===== src/rtl/tilelink_pkg.sv =====
// Shared TileLink-UL constants and the beat-count helper used by the interconnect.
package tilelink_pkg;

  localparam logic [2:0] TL_A_PUT_FULL_DATA    = 3'd0;
  localparam logic [2:0] TL_A_PUT_PARTIAL_DATA = 3'd1;
  localparam logic [2:0] TL_A_ARITHMETIC_DATA  = 3'd2;
  localparam logic [2:0] TL_A_LOGICAL_DATA     = 3'd3;
  localparam logic [2:0] TL_A_GET              = 3'd4;

  localparam logic [2:0] TL_D_ACCESS_ACK      = 3'd0;
  localparam logic [2:0] TL_D_ACCESS_ACK_DATA = 3'd1;

  // 4 KiB maximum message over a 4-byte bus needs up to 1024 beats.
  localparam int TL_CNT_W = 11;

  // Number of beats a data-carrying message of 2^size bytes occupies.
  function automatic logic [TL_CNT_W-1:0] beats(input int unsigned size, input int unsigned dw);
    int unsigned lg;
    lg = $clog2(dw / 8);
    if (size > lg) beats = TL_CNT_W'(32'd1 << (size - lg));
    else           beats = TL_CNT_W'(1);
  endfunction

  // Opcodes 0-3 carry data on the A channel; everything else is a single beat.
  function automatic logic tl_a_has_data(input logic [2:0] op);
    return (op <= TL_A_LOGICAL_DATA);
  endfunction

endpackage


===== src/rtl/tilelink_n_to_1_if.sv =====
// Bus bundle for the N-to-1 interconnect: N upstream A/D ports and one downstream port.
// The "slave" modport is the interconnect's view; "master" is the surrounding environment.
interface tilelink_n_to_1_if #(
  parameter int N     = 3,
  parameter int TL_DW = 32,
  parameter int TL_AW = 32,
  parameter int TL_RS = 4,
  parameter int TL_SZ = 4
);
  localparam int MW    = $clog2(N);
  localparam int MSK_W = TL_DW / 8;
  localparam int SW    = TL_RS + MW;

  logic [N*3-1:0]     master_a_opcode;
  logic [N*3-1:0]     master_a_param;
  logic [N*TL_SZ-1:0] master_a_size;
  logic [N*TL_RS-1:0] master_a_source;
  logic [N*TL_AW-1:0] master_a_address;
  logic [N*MSK_W-1:0] master_a_mask;
  logic [N*TL_DW-1:0] master_a_data;
  logic [N-1:0]       master_a_corrupt;
  logic [N-1:0]       master_a_valid;
  logic [N-1:0]       master_a_ready;

  logic [N*3-1:0]     master_d_opcode;
  logic [N*3-1:0]     master_d_param;
  logic [N*TL_SZ-1:0] master_d_size;
  logic [N*TL_RS-1:0] master_d_source;
  logic [N-1:0]       master_d_denied;
  logic [N*TL_DW-1:0] master_d_data;
  logic [N-1:0]       master_d_corrupt;
  logic [N-1:0]       master_d_valid;
  logic [N-1:0]       master_d_ready;

  logic [2:0]         slave_a_opcode;
  logic [2:0]         slave_a_param;
  logic [TL_SZ-1:0]   slave_a_size;
  logic [SW-1:0]      slave_a_source;
  logic [TL_AW-1:0]   slave_a_address;
  logic [MSK_W-1:0]   slave_a_mask;
  logic [TL_DW-1:0]   slave_a_data;
  logic               slave_a_corrupt;
  logic               slave_a_valid;
  logic               slave_a_ready;

  logic [2:0]         slave_d_opcode;
  logic [2:0]         slave_d_param;
  logic [TL_SZ-1:0]   slave_d_size;
  logic [SW-1:0]      slave_d_source;
  logic               slave_d_denied;
  logic [TL_DW-1:0]   slave_d_data;
  logic               slave_d_corrupt;
  logic               slave_d_valid;
  logic               slave_d_ready;

  modport slave (
    input  master_a_opcode, master_a_param, master_a_size, master_a_source, master_a_address,
           master_a_mask, master_a_data, master_a_corrupt, master_a_valid,
    output master_a_ready,
    output master_d_opcode, master_d_param, master_d_size, master_d_source, master_d_denied,
           master_d_data, master_d_corrupt, master_d_valid,
    input  master_d_ready,
    output slave_a_opcode, slave_a_param, slave_a_size, slave_a_source, slave_a_address,
           slave_a_mask, slave_a_data, slave_a_corrupt, slave_a_valid,
    input  slave_a_ready,
    input  slave_d_opcode, slave_d_param, slave_d_size, slave_d_source, slave_d_denied,
           slave_d_data, slave_d_corrupt, slave_d_valid,
    output slave_d_ready
  );

  modport master (
    output master_a_opcode, master_a_param, master_a_size, master_a_source, master_a_address,
           master_a_mask, master_a_data, master_a_corrupt, master_a_valid,
    input  master_a_ready,
    input  master_d_opcode, master_d_param, master_d_size, master_d_source, master_d_denied,
           master_d_data, master_d_corrupt, master_d_valid,
    output master_d_ready,
    input  slave_a_opcode, slave_a_param, slave_a_size, slave_a_source, slave_a_address,
           slave_a_mask, slave_a_data, slave_a_corrupt, slave_a_valid,
    output slave_a_ready,
    output slave_d_opcode, slave_d_param, slave_d_size, slave_d_source, slave_d_denied,
           slave_d_data, slave_d_corrupt, slave_d_valid,
    input  slave_d_ready
  );

endinterface


===== src/rtl/tl_rr_arbiter.sv =====
// Combinational round-robin pick: first requester at or after the pointer, wrapping.
module tl_rr_arbiter #(
  parameter int N  = 3,
  parameter int MW = $clog2(N)
) (
  input  logic [N-1:0]  i_req,
  input  logic [MW-1:0] i_ptr,
  output logic [N-1:0]  o_grant,
  output logic [MW-1:0] o_idx,
  output logic          o_any
);

  // Scan the requests starting from the pointer; the first hit wins.
  always_comb begin : p_pick
    int j;
    o_grant = '0;
    o_idx   = '0;
    o_any   = 1'b0;
    j       = 0;
    for (int k = 0; k < N; k++) begin
      j = (int'(i_ptr) + k) % N;
      if (!o_any && i_req[j]) begin
        o_any      = 1'b1;
        o_grant[j] = 1'b1;
        o_idx      = MW'(j);
      end
    end
  end

endmodule


===== src/rtl/tilelink_n_to_1.sv =====
// N-to-1 TileLink-UL interconnect: round-robin A merge with whole-message grant
// locking, stateless D return routed by the master index in the upper source bits.
//
// state    | meaning
// ST_IDLE  | no message in flight; arbiter picks a master each cycle
// ST_BURST | multi-beat A message in progress; grant locked to r_lock
module tilelink_n_to_1
  import tilelink_pkg::*;
#(
  parameter int N     = 3,
  parameter int TL_DW = 32,
  parameter int TL_AW = 32,
  parameter int TL_RS = 4,
  parameter int TL_SZ = 4
) (
  input logic               tilelink_clock_i,
  input logic               tilelink_reset_i,
  tilelink_n_to_1_if.slave  bus
);

  localparam int MW    = $clog2(N);
  localparam int MSK_W = TL_DW / 8;
  localparam int SW    = TL_RS + MW;

  localparam logic [0:0] ST_IDLE  = 1'b0;
  localparam logic [0:0] ST_BURST = 1'b1;

  function automatic logic [MW-1:0] f_next(input logic [MW-1:0] g);
    if (g == MW'(N - 1)) return '0;
    else                 return g + 1'b1;
  endfunction

  logic [0:0]          r_state;
  logic [MW-1:0]       r_ptr;
  logic [MW-1:0]       r_lock;
  logic [TL_CNT_W-1:0] r_remain;

  logic [N-1:0]        w_arb_grant;
  logic [MW-1:0]       w_arb_idx;
  logic                w_arb_any;

  logic [MW-1:0]       w_sel;
  logic                w_sel_valid;
  logic [2:0]          w_sel_opcode;
  logic [2:0]          w_sel_param;
  logic [TL_SZ-1:0]    w_sel_size;
  logic [TL_RS-1:0]    w_sel_source;
  logic [TL_AW-1:0]    w_sel_address;
  logic [MSK_W-1:0]    w_sel_mask;
  logic [TL_DW-1:0]    w_sel_data;
  logic                w_sel_corrupt;
  logic                w_out_free;
  logic                w_accept;
  logic [TL_CNT_W-1:0] w_beats;
  logic [N-1:0]        w_a_ready;

  logic [2:0]          r_a_opcode;
  logic [2:0]          r_a_param;
  logic [TL_SZ-1:0]    r_a_size;
  logic [SW-1:0]       r_a_source;
  logic [TL_AW-1:0]    r_a_address;
  logic [MSK_W-1:0]    r_a_mask;
  logic [TL_DW-1:0]    r_a_data;
  logic                r_a_corrupt;
  logic                r_a_valid;

  logic [MW-1:0]       w_d_dst;
  logic                w_d_in_range;
  logic                w_d_free;
  logic                w_d_fire;

  logic [N*3-1:0]      r_d_opcode;
  logic [N*3-1:0]      r_d_param;
  logic [N*TL_SZ-1:0]  r_d_size;
  logic [N*TL_RS-1:0]  r_d_source;
  logic [N-1:0]        r_d_denied;
  logic [N*TL_DW-1:0]  r_d_data;
  logic [N-1:0]        r_d_corrupt;
  logic [N-1:0]        r_d_valid;

  tl_rr_arbiter #(.N(N), .MW(MW)) u_arb (
    .i_req   (bus.master_a_valid),
    .i_ptr   (r_ptr),
    .o_grant (w_arb_grant),
    .o_idx   (w_arb_idx),
    .o_any   (w_arb_any)
  );

  assign w_sel      = (r_state == ST_BURST) ? r_lock : w_arb_idx;
  assign w_out_free = !r_a_valid || bus.slave_a_ready;
  assign w_accept   = w_out_free && w_sel_valid;
  assign w_beats    = tl_a_has_data(w_sel_opcode) ? beats(32'(w_sel_size), 32'(TL_DW))
                                                  : TL_CNT_W'(1);

  // Mux the selected master's A fields.
  always_comb begin
    w_sel_valid   = 1'b0;
    w_sel_opcode  = '0;
    w_sel_param   = '0;
    w_sel_size    = '0;
    w_sel_source  = '0;
    w_sel_address = '0;
    w_sel_mask    = '0;
    w_sel_data    = '0;
    w_sel_corrupt = 1'b0;
    for (int i = 0; i < N; i++) begin
      if (w_sel == MW'(i)) begin
        w_sel_valid   = bus.master_a_valid[i];
        w_sel_opcode  = bus.master_a_opcode[i*3 +: 3];
        w_sel_param   = bus.master_a_param[i*3 +: 3];
        w_sel_size    = bus.master_a_size[i*TL_SZ +: TL_SZ];
        w_sel_source  = bus.master_a_source[i*TL_RS +: TL_RS];
        w_sel_address = bus.master_a_address[i*TL_AW +: TL_AW];
        w_sel_mask    = bus.master_a_mask[i*MSK_W +: MSK_W];
        w_sel_data    = bus.master_a_data[i*TL_DW +: TL_DW];
        w_sel_corrupt = bus.master_a_corrupt[i];
      end
    end
  end

  // Only the granted (or locked) master sees ready, and only when the output slot frees.
  always_comb begin
    w_a_ready = '0;
    if (w_out_free) begin
      if (r_state == ST_BURST) begin
        for (int i = 0; i < N; i++) w_a_ready[i] = (r_lock == MW'(i));
      end else begin
        w_a_ready = w_arb_grant;
      end
    end
  end

  assign bus.master_a_ready = w_a_ready;

  // Grant FSM: lock for multi-beat messages, advance pointer when a message completes.
  always_ff @(posedge tilelink_clock_i or negedge tilelink_reset_i) begin
    if (!tilelink_reset_i) begin
      r_state  <= ST_IDLE;
      r_ptr    <= '0;
      r_lock   <= '0;
      r_remain <= '0;
    end else begin
      case (r_state)
        ST_IDLE: begin
          if (w_accept) begin
            if (w_beats > TL_CNT_W'(1)) begin
              r_state  <= ST_BURST;
              r_lock   <= w_sel;
              r_remain <= w_beats - TL_CNT_W'(1);
            end else begin
              r_ptr <= f_next(w_sel);
            end
          end
        end
        ST_BURST: begin
          if (w_accept) begin
            r_remain <= r_remain - TL_CNT_W'(1);
            if (r_remain == TL_CNT_W'(1)) begin
              r_state <= ST_IDLE;
              r_ptr   <= f_next(r_lock);
            end
          end
        end
        default: r_state <= ST_IDLE;
      endcase
    end
  end

  // Slave A output register; fields hold while valid is stalled.
  always_ff @(posedge tilelink_clock_i or negedge tilelink_reset_i) begin
    if (!tilelink_reset_i) begin
      r_a_valid   <= 1'b0;
      r_a_opcode  <= '0;
      r_a_param   <= '0;
      r_a_size    <= '0;
      r_a_source  <= '0;
      r_a_address <= '0;
      r_a_mask    <= '0;
      r_a_data    <= '0;
      r_a_corrupt <= 1'b0;
    end else if (w_accept) begin
      r_a_valid   <= 1'b1;
      r_a_opcode  <= w_sel_opcode;
      r_a_param   <= w_sel_param;
      r_a_size    <= w_sel_size;
      r_a_source  <= {w_sel, w_sel_source};
      r_a_address <= w_sel_address;
      r_a_mask    <= w_sel_mask;
      r_a_data    <= w_sel_data;
      r_a_corrupt <= w_sel_corrupt;
    end else if (bus.slave_a_ready) begin
      r_a_valid <= 1'b0;
    end
  end

  assign bus.slave_a_valid   = r_a_valid;
  assign bus.slave_a_opcode  = r_a_opcode;
  assign bus.slave_a_param   = r_a_param;
  assign bus.slave_a_size    = r_a_size;
  assign bus.slave_a_source  = r_a_source;
  assign bus.slave_a_address = r_a_address;
  assign bus.slave_a_mask    = r_a_mask;
  assign bus.slave_a_data    = r_a_data;
  assign bus.slave_a_corrupt = r_a_corrupt;

  assign w_d_dst = bus.slave_d_source[SW-1:TL_RS];

  // Ready follows the destination register; unknown destinations are drained.
  always_comb begin
    w_d_in_range = 1'b0;
    w_d_free     = 1'b1;
    for (int i = 0; i < N; i++) begin
      if (w_d_dst == MW'(i)) begin
        w_d_in_range = 1'b1;
        w_d_free     = !r_d_valid[i] || bus.master_d_ready[i];
      end
    end
  end

  assign bus.slave_d_ready = w_d_free;
  assign w_d_fire          = bus.slave_d_valid && w_d_free && w_d_in_range;

  // Per-master D output registers.
  always_ff @(posedge tilelink_clock_i or negedge tilelink_reset_i) begin
    if (!tilelink_reset_i) begin
      r_d_valid   <= '0;
      r_d_opcode  <= '0;
      r_d_param   <= '0;
      r_d_size    <= '0;
      r_d_source  <= '0;
      r_d_denied  <= '0;
      r_d_data    <= '0;
      r_d_corrupt <= '0;
    end else begin
      for (int i = 0; i < N; i++) begin
        if (w_d_fire && (w_d_dst == MW'(i))) begin
          r_d_valid[i]                  <= 1'b1;
          r_d_opcode[i*3 +: 3]          <= bus.slave_d_opcode;
          r_d_param[i*3 +: 3]           <= bus.slave_d_param;
          r_d_size[i*TL_SZ +: TL_SZ]    <= bus.slave_d_size;
          r_d_source[i*TL_RS +: TL_RS]  <= bus.slave_d_source[TL_RS-1:0];
          r_d_denied[i]                 <= bus.slave_d_denied;
          r_d_data[i*TL_DW +: TL_DW]    <= bus.slave_d_data;
          r_d_corrupt[i]                <= bus.slave_d_corrupt;
        end else if (bus.master_d_ready[i]) begin
          r_d_valid[i] <= 1'b0;
        end
      end
    end
  end

  assign bus.master_d_valid   = r_d_valid;
  assign bus.master_d_opcode  = r_d_opcode;
  assign bus.master_d_param   = r_d_param;
  assign bus.master_d_size    = r_d_size;
  assign bus.master_d_source  = r_d_source;
  assign bus.master_d_denied  = r_d_denied;
  assign bus.master_d_data    = r_d_data;
  assign bus.master_d_corrupt = r_d_corrupt;

endmodule


===== src/flat_wrapper.sv =====
// flat-port wrapper written by rule: the top's interface ports become plain ports
module tilelink_n_to_1_flat import tilelink_pkg::*;
#(
  parameter int N     = 3,
  parameter int TL_DW = 32,
  parameter int TL_AW = 32,
  parameter int TL_RS = 4,
  parameter int TL_SZ = 4
)
  (tilelink_clock_i, tilelink_reset_i, bus_master_a_opcode, bus_master_a_param, bus_master_a_size, bus_master_a_source, bus_master_a_address, bus_master_a_mask, bus_master_a_data, bus_master_a_corrupt, bus_master_a_valid, bus_master_a_ready, bus_master_d_opcode, bus_master_d_param, bus_master_d_size, bus_master_d_source, bus_master_d_denied, bus_master_d_data, bus_master_d_corrupt, bus_master_d_valid, bus_master_d_ready, bus_slave_a_opcode, bus_slave_a_param, bus_slave_a_size, bus_slave_a_source, bus_slave_a_address, bus_slave_a_mask, bus_slave_a_data, bus_slave_a_corrupt, bus_slave_a_valid, bus_slave_a_ready, bus_slave_d_opcode, bus_slave_d_param, bus_slave_d_size, bus_slave_d_source, bus_slave_d_denied, bus_slave_d_data, bus_slave_d_corrupt, bus_slave_d_valid, bus_slave_d_ready);
  tilelink_n_to_1_if #(.N(N), .TL_DW(TL_DW), .TL_AW(TL_AW), .TL_RS(TL_RS), .TL_SZ(TL_SZ)) bus_i ();
  input logic tilelink_clock_i;
  input logic tilelink_reset_i;
  input wire logic [$bits(bus_i.master_a_opcode)-1:0] bus_master_a_opcode;
  input wire logic [$bits(bus_i.master_a_param)-1:0] bus_master_a_param;
  input wire logic [$bits(bus_i.master_a_size)-1:0] bus_master_a_size;
  input wire logic [$bits(bus_i.master_a_source)-1:0] bus_master_a_source;
  input wire logic [$bits(bus_i.master_a_address)-1:0] bus_master_a_address;
  input wire logic [$bits(bus_i.master_a_mask)-1:0] bus_master_a_mask;
  input wire logic [$bits(bus_i.master_a_data)-1:0] bus_master_a_data;
  input wire logic [$bits(bus_i.master_a_corrupt)-1:0] bus_master_a_corrupt;
  input wire logic [$bits(bus_i.master_a_valid)-1:0] bus_master_a_valid;
  output wire logic [$bits(bus_i.master_a_ready)-1:0] bus_master_a_ready;
  output wire logic [$bits(bus_i.master_d_opcode)-1:0] bus_master_d_opcode;
  output wire logic [$bits(bus_i.master_d_param)-1:0] bus_master_d_param;
  output wire logic [$bits(bus_i.master_d_size)-1:0] bus_master_d_size;
  output wire logic [$bits(bus_i.master_d_source)-1:0] bus_master_d_source;
  output wire logic [$bits(bus_i.master_d_denied)-1:0] bus_master_d_denied;
  output wire logic [$bits(bus_i.master_d_data)-1:0] bus_master_d_data;
  output wire logic [$bits(bus_i.master_d_corrupt)-1:0] bus_master_d_corrupt;
  output wire logic [$bits(bus_i.master_d_valid)-1:0] bus_master_d_valid;
  input wire logic [$bits(bus_i.master_d_ready)-1:0] bus_master_d_ready;
  output wire logic [$bits(bus_i.slave_a_opcode)-1:0] bus_slave_a_opcode;
  output wire logic [$bits(bus_i.slave_a_param)-1:0] bus_slave_a_param;
  output wire logic [$bits(bus_i.slave_a_size)-1:0] bus_slave_a_size;
  output wire logic [$bits(bus_i.slave_a_source)-1:0] bus_slave_a_source;
  output wire logic [$bits(bus_i.slave_a_address)-1:0] bus_slave_a_address;
  output wire logic [$bits(bus_i.slave_a_mask)-1:0] bus_slave_a_mask;
  output wire logic [$bits(bus_i.slave_a_data)-1:0] bus_slave_a_data;
  output wire logic [$bits(bus_i.slave_a_corrupt)-1:0] bus_slave_a_corrupt;
  output wire logic [$bits(bus_i.slave_a_valid)-1:0] bus_slave_a_valid;
  input wire logic [$bits(bus_i.slave_a_ready)-1:0] bus_slave_a_ready;
  input wire logic [$bits(bus_i.slave_d_opcode)-1:0] bus_slave_d_opcode;
  input wire logic [$bits(bus_i.slave_d_param)-1:0] bus_slave_d_param;
  input wire logic [$bits(bus_i.slave_d_size)-1:0] bus_slave_d_size;
  input wire logic [$bits(bus_i.slave_d_source)-1:0] bus_slave_d_source;
  input wire logic [$bits(bus_i.slave_d_denied)-1:0] bus_slave_d_denied;
  input wire logic [$bits(bus_i.slave_d_data)-1:0] bus_slave_d_data;
  input wire logic [$bits(bus_i.slave_d_corrupt)-1:0] bus_slave_d_corrupt;
  input wire logic [$bits(bus_i.slave_d_valid)-1:0] bus_slave_d_valid;
  output wire logic [$bits(bus_i.slave_d_ready)-1:0] bus_slave_d_ready;
  assign bus_i.master_a_opcode = bus_master_a_opcode;
  assign bus_i.master_a_param = bus_master_a_param;
  assign bus_i.master_a_size = bus_master_a_size;
  assign bus_i.master_a_source = bus_master_a_source;
  assign bus_i.master_a_address = bus_master_a_address;
  assign bus_i.master_a_mask = bus_master_a_mask;
  assign bus_i.master_a_data = bus_master_a_data;
  assign bus_i.master_a_corrupt = bus_master_a_corrupt;
  assign bus_i.master_a_valid = bus_master_a_valid;
  assign bus_master_a_ready = bus_i.master_a_ready;
  assign bus_master_d_opcode = bus_i.master_d_opcode;
  assign bus_master_d_param = bus_i.master_d_param;
  assign bus_master_d_size = bus_i.master_d_size;
  assign bus_master_d_source = bus_i.master_d_source;
  assign bus_master_d_denied = bus_i.master_d_denied;
  assign bus_master_d_data = bus_i.master_d_data;
  assign bus_master_d_corrupt = bus_i.master_d_corrupt;
  assign bus_master_d_valid = bus_i.master_d_valid;
  assign bus_i.master_d_ready = bus_master_d_ready;
  assign bus_slave_a_opcode = bus_i.slave_a_opcode;
  assign bus_slave_a_param = bus_i.slave_a_param;
  assign bus_slave_a_size = bus_i.slave_a_size;
  assign bus_slave_a_source = bus_i.slave_a_source;
  assign bus_slave_a_address = bus_i.slave_a_address;
  assign bus_slave_a_mask = bus_i.slave_a_mask;
  assign bus_slave_a_data = bus_i.slave_a_data;
  assign bus_slave_a_corrupt = bus_i.slave_a_corrupt;
  assign bus_slave_a_valid = bus_i.slave_a_valid;
  assign bus_i.slave_a_ready = bus_slave_a_ready;
  assign bus_i.slave_d_opcode = bus_slave_d_opcode;
  assign bus_i.slave_d_param = bus_slave_d_param;
  assign bus_i.slave_d_size = bus_slave_d_size;
  assign bus_i.slave_d_source = bus_slave_d_source;
  assign bus_i.slave_d_denied = bus_slave_d_denied;
  assign bus_i.slave_d_data = bus_slave_d_data;
  assign bus_i.slave_d_corrupt = bus_slave_d_corrupt;
  assign bus_i.slave_d_valid = bus_slave_d_valid;
  assign bus_slave_d_ready = bus_i.slave_d_ready;
  tilelink_n_to_1 #(.N(N), .TL_DW(TL_DW), .TL_AW(TL_AW), .TL_RS(TL_RS), .TL_SZ(TL_SZ)) u_core (.tilelink_clock_i(tilelink_clock_i), .tilelink_reset_i(tilelink_reset_i), .bus(bus_i));
endmodule

===== config.mk =====
export PLATFORM = sky130hd
export DESIGN_NAME = tilelink_n_to_1_flat
export DESIGN_NICKNAME = d
export VERILOG_FILES = /design/src/rtl/tilelink_pkg.sv /design/src/rtl/tilelink_n_to_1_if.sv /design/src/rtl/tl_rr_arbiter.sv /design/src/rtl/tilelink_n_to_1.sv /design/src/flat_wrapper.sv
export SDC_FILE = /design/constraint.sdc
export NUM_CORES = 1
export LEC_CHECK = 0
export ABC_CLOCK_PERIOD_IN_PS = 8900
export CAP_MARGIN = 20
export CORE_AREA = 4 4 208 210
export CTS_BUF_LIST = sky130_fd_sc_hd__clkbuf_4
export DETAILED_ROUTE_END_ITERATION = 8
export DIE_AREA = 0 0 212 214
export SETUP_SLACK_MARGIN = 0.5
export SKIP_CTS_REPAIR_TIMING = 1
export SLEW_MARGIN = 15
export SYNTH_ARGS = -nofsm -noshare
export SYNTH_HDL_FRONTEND = slang
export SYNTH_SLANG_ARGS = --single-unit

===== constraint.sdc =====
create_clock -name tilelink_clock_i -period 8.9 [get_ports tilelink_clock_i]
set_clock_uncertainty 0.15 [all_clocks]
set_input_delay 0.89 -clock tilelink_clock_i [delete_from_list [all_inputs] [get_ports tilelink_clock_i]]
set_output_delay 0.89 -clock tilelink_clock_i [all_outputs]
set_load 0.05 [all_outputs]

==> impl_results.md <==
* Status: completed
* GRT Overall Usage at 19.3%
* Placed inst area at 17900 um^2
* WL final at 45.2 mm
* Layout net count at 1984
* Commonest non-fill, non-tap cells in the layout: 544 x clkdlybuf4s50_1, 249 x dfrtp_1, 146 x mux2_2, 115 x nand2_1, 108 x clkbuf_4
* Unrepaired setup endpoints after global routing: false
* Initial antenna violation count at 6
* Leak at 7.86 nW
* CP Launch Type: register
* DIE HEIGHT at 214 um
* Syn Std Cell Area at 12000 um^2
* Final Hold Vio Count at 0
* Hold Startpoint: u_core.bus.slave_a_source[1]$_DFFE_PN0P_
* Worst slew margin at 34.6%
* Grt ovf at 0
* Layout cell share with drive strength beyond 1 at 17.4%
* Setup tns final at 0 ns
* Max Root-Sink Buffers at 3
* Die area at 45400 um^2
* Detail Route Antenna Nets at 0
* Crit path kind: reg -> reg
* Worst slew pin tran at 0.982 ns
* Most common cell after layout, fill and taps aside: clkdlybuf4s50_1
* TritonCTS Buffers at 73
* Design area at 18900 um^2
* Final WS setup at 3.14 ns
* Worst Hold Class: reg -> reg
* Pre-Repair DR Iteration Count at 4
* Post-synth ARST share at 100%
* Routed vias at 10500
* Highest clock rate at 174 MHz
* Period minus WS final at 5.76 ns
* Row count at 75
* Beginning of the critical path: u_core.r_ptr[1]$_DFFE_PN0P_
* Core ar. at 41600 um^2
* CTS tree: yes
* Clk slew on worst S/H paths at 0.06 ns
* Fin cells at 2267
* Largest net degree at the start of global routing at 161
* Latest clock arrival within the worst-skew pair at 0.72 ns
* Unique cell type count in the Yosys netlist at 64
* Peak fanout along the critical path at 59
* Yosys warns at 0
* Syn_area_per_cell at 10.8 um^2
* Post-synth EDFFs at 0
* CTS H-tree depth at 3
* Slew Viols, Final at 0
* Peak supply drop at 0.000210 V
* DP HPWL at 35.2 mm
* Drt via density at 4.63
* DRC Markers at 0
* Clock Sink Count at 249
* Inst Count DP at 2128
* Clk root buf: clkbuf_4
* Mapped Cells at 1102
* Area leader, netlist: dfrtp_1
* Top_reg_cell synth: dfrtp_1
* Yosys top cell area share at 52.1%
* I/O pin count at 546
* Worst EP arrival at 6.21 ns
* Vias in the first global route at 10900
* Worst setup EP type: register
* Port Buffers at 545
* Sequential share of the synthesized area at 52.1%
* P&R area growth vs syn at 58.5%
* Initial Util at 28.8%
* Max-cap viol count at 0
* Synthesized Nets at 1421
* PwrDens at 377 nW/um^2
* Yosys reg bits at 249
* Top post-synthesis cells by area: dfrtp_1 52%, mux2_2 14%, mux2i_1 7.3%, o21ai_0 4.1%, nand2_1 3.7%
* WL/cell at 20.0 um
* Final setup violation count at 0
* Iter 0 DRT Violations at 482
* First-pass GRT wire length at 66.9 mm
* Critical path data required time at 9.35 ns
* Origin of the critical flop-to-flop path: u_core.r_ptr[1]$_DFFE_PN0P_
* Die X at 212 um
* Fin crit share at 64.8%
* Dpl ws at 2.50 ns
* Final RePlAce weighted congestion at 0.854
-- layout make-up --
class / instances / area [um^2]
Sequential cell: 249 / 6230
Inverter: 15 / 56.3
Multi-Input combinational cell: 770 / 5430
Tap cell: 539 / 674
Clock inverter: 26 / 173
Fill cell: 4002 / 22600
Antenna cell: 4 / 10.0
Timing Repair Buffer: 556 / 5560
Clock buffer: 108 / 811
-- routing by layer --
metal,wire (um),GRT usage (%),vias up
met1,17800,22.5,4913
met2,22000,32.3,451
met5,22,0,-
met3,4200,6.85,72
met4,1230,7.39,4
li1,-,-,5065
-- worst max-delay path, cell delays in order (launching register included) --
cell	delay [ns]
dfrtp_1	0.40
inv_1	0.11
ha_1	0.31
mux2i_2	0.36
o21ai_1	0.10
a21o_1	0.27
a21oi_4	0.75
buf_4	0.66
o2bb2ai_2	0.21
inv_1	0.13
ha_1	0.24
nor3b_4	0.39
and2_1	0.23
nand2_1	0.08
ha_1	0.21
a31oi_2	0.31
nor3_1	0.12
o21ai_1	0.23
mux2_1	0.35
-- per-stage QoR --
| stage | utilization (%) | hold WS, ns | power, W |
|---|---|---|---|
| floorplan | - | 0.310 | 0.00462 |
| global placement | 43.1 | 0.312 | 0.00603 |
| detailed placement | 43.1 | 0.319 | 0.00609 |
| CTS | 45.5 | -0.0430 | 0.00727 |
| global route | 45.6 | 0.355 | 0.00765 |
| finish | 45.6 | 0.323 | 0.00715 |
-- logic make-up (layout without fill, tap and decap cells) --
logic type	count (synthesis)	in the layout	share of synthesized area (%)
AOI/OAI and AO/OA	238	238	12.1
xor gates and xnor gates	3	3	0.220
adders and majority gates	10	10	1.05
muxes	236	236	21.3
other	0	4	0
and+or+nand+nor	283	283	10.4
DFF	249	249	52.1
buffers and inverters	83	705	2.67
-- state kept, by name, indices dropped and copies added (netlist names), 4 cells and up --
register	flops
u_core.bus.master_d_data	96
u_core.bus.master_d_opcode	9
u_core.bus.master_d_param	9
u_core.bus.master_d_size	12
u_core.bus.master_d_source	12
u_core.bus.slave_a_address	32
u_core.bus.slave_a_data	32
u_core.bus.slave_a_mask	4
u_core.bus.slave_a_size	4
u_core.bus.slave_a_source	6
u_core.r_remain	11
-- synthesized netlist by cell type (8+ instances only) --
cell type	number
o21ai_0	99
mux2_2	146
nor3_1	8
a21oi_1	87
buf_1	19
inv_1	13
nand2_1	117
nor2_1	93
mux2i_1	87
clkbuf_1	45
ha_1	10
nand2b_1	8
dfrtp_1	249
nor2b_1	10
nand3_1	15
-- path summary, 6_finish.rpt --
kind,cells after the start,slack [ns],endpoint
max,18,3.14,u_core.r_ptr[0]$_DFFE_PN0P_
min,2,0.32,u_core.bus.slave_a_source[1]$_DFFE_PN0P_
max reg2reg,18,3.14,u_core.r_ptr[0]$_DFFE_PN0P_
min reg2reg,2,0.32,u_core.bus.slave_a_source[1]$_DFFE_PN0P_
max in group asynchronous,3,6.61,u_core.bus.master_d_data[64]$_DFFE_PN0P_
min in group asynchronous,2,0.59,u_core.bus.slave_a_data[28]$_DFFE_PN0P_
-- power by group --
group / total, W / internal (W) / switching, W
combinational: 0.00429 / 0.00149 / 0.00280
sequential: 0.00173 / 0.00150 / 0.000234
clock: 0.00113 / 0.000619 / 0.000513
total: 0.00715 / 0.00361 / 0.00354
Note: power is estimated with default switching activity, not from simulation.
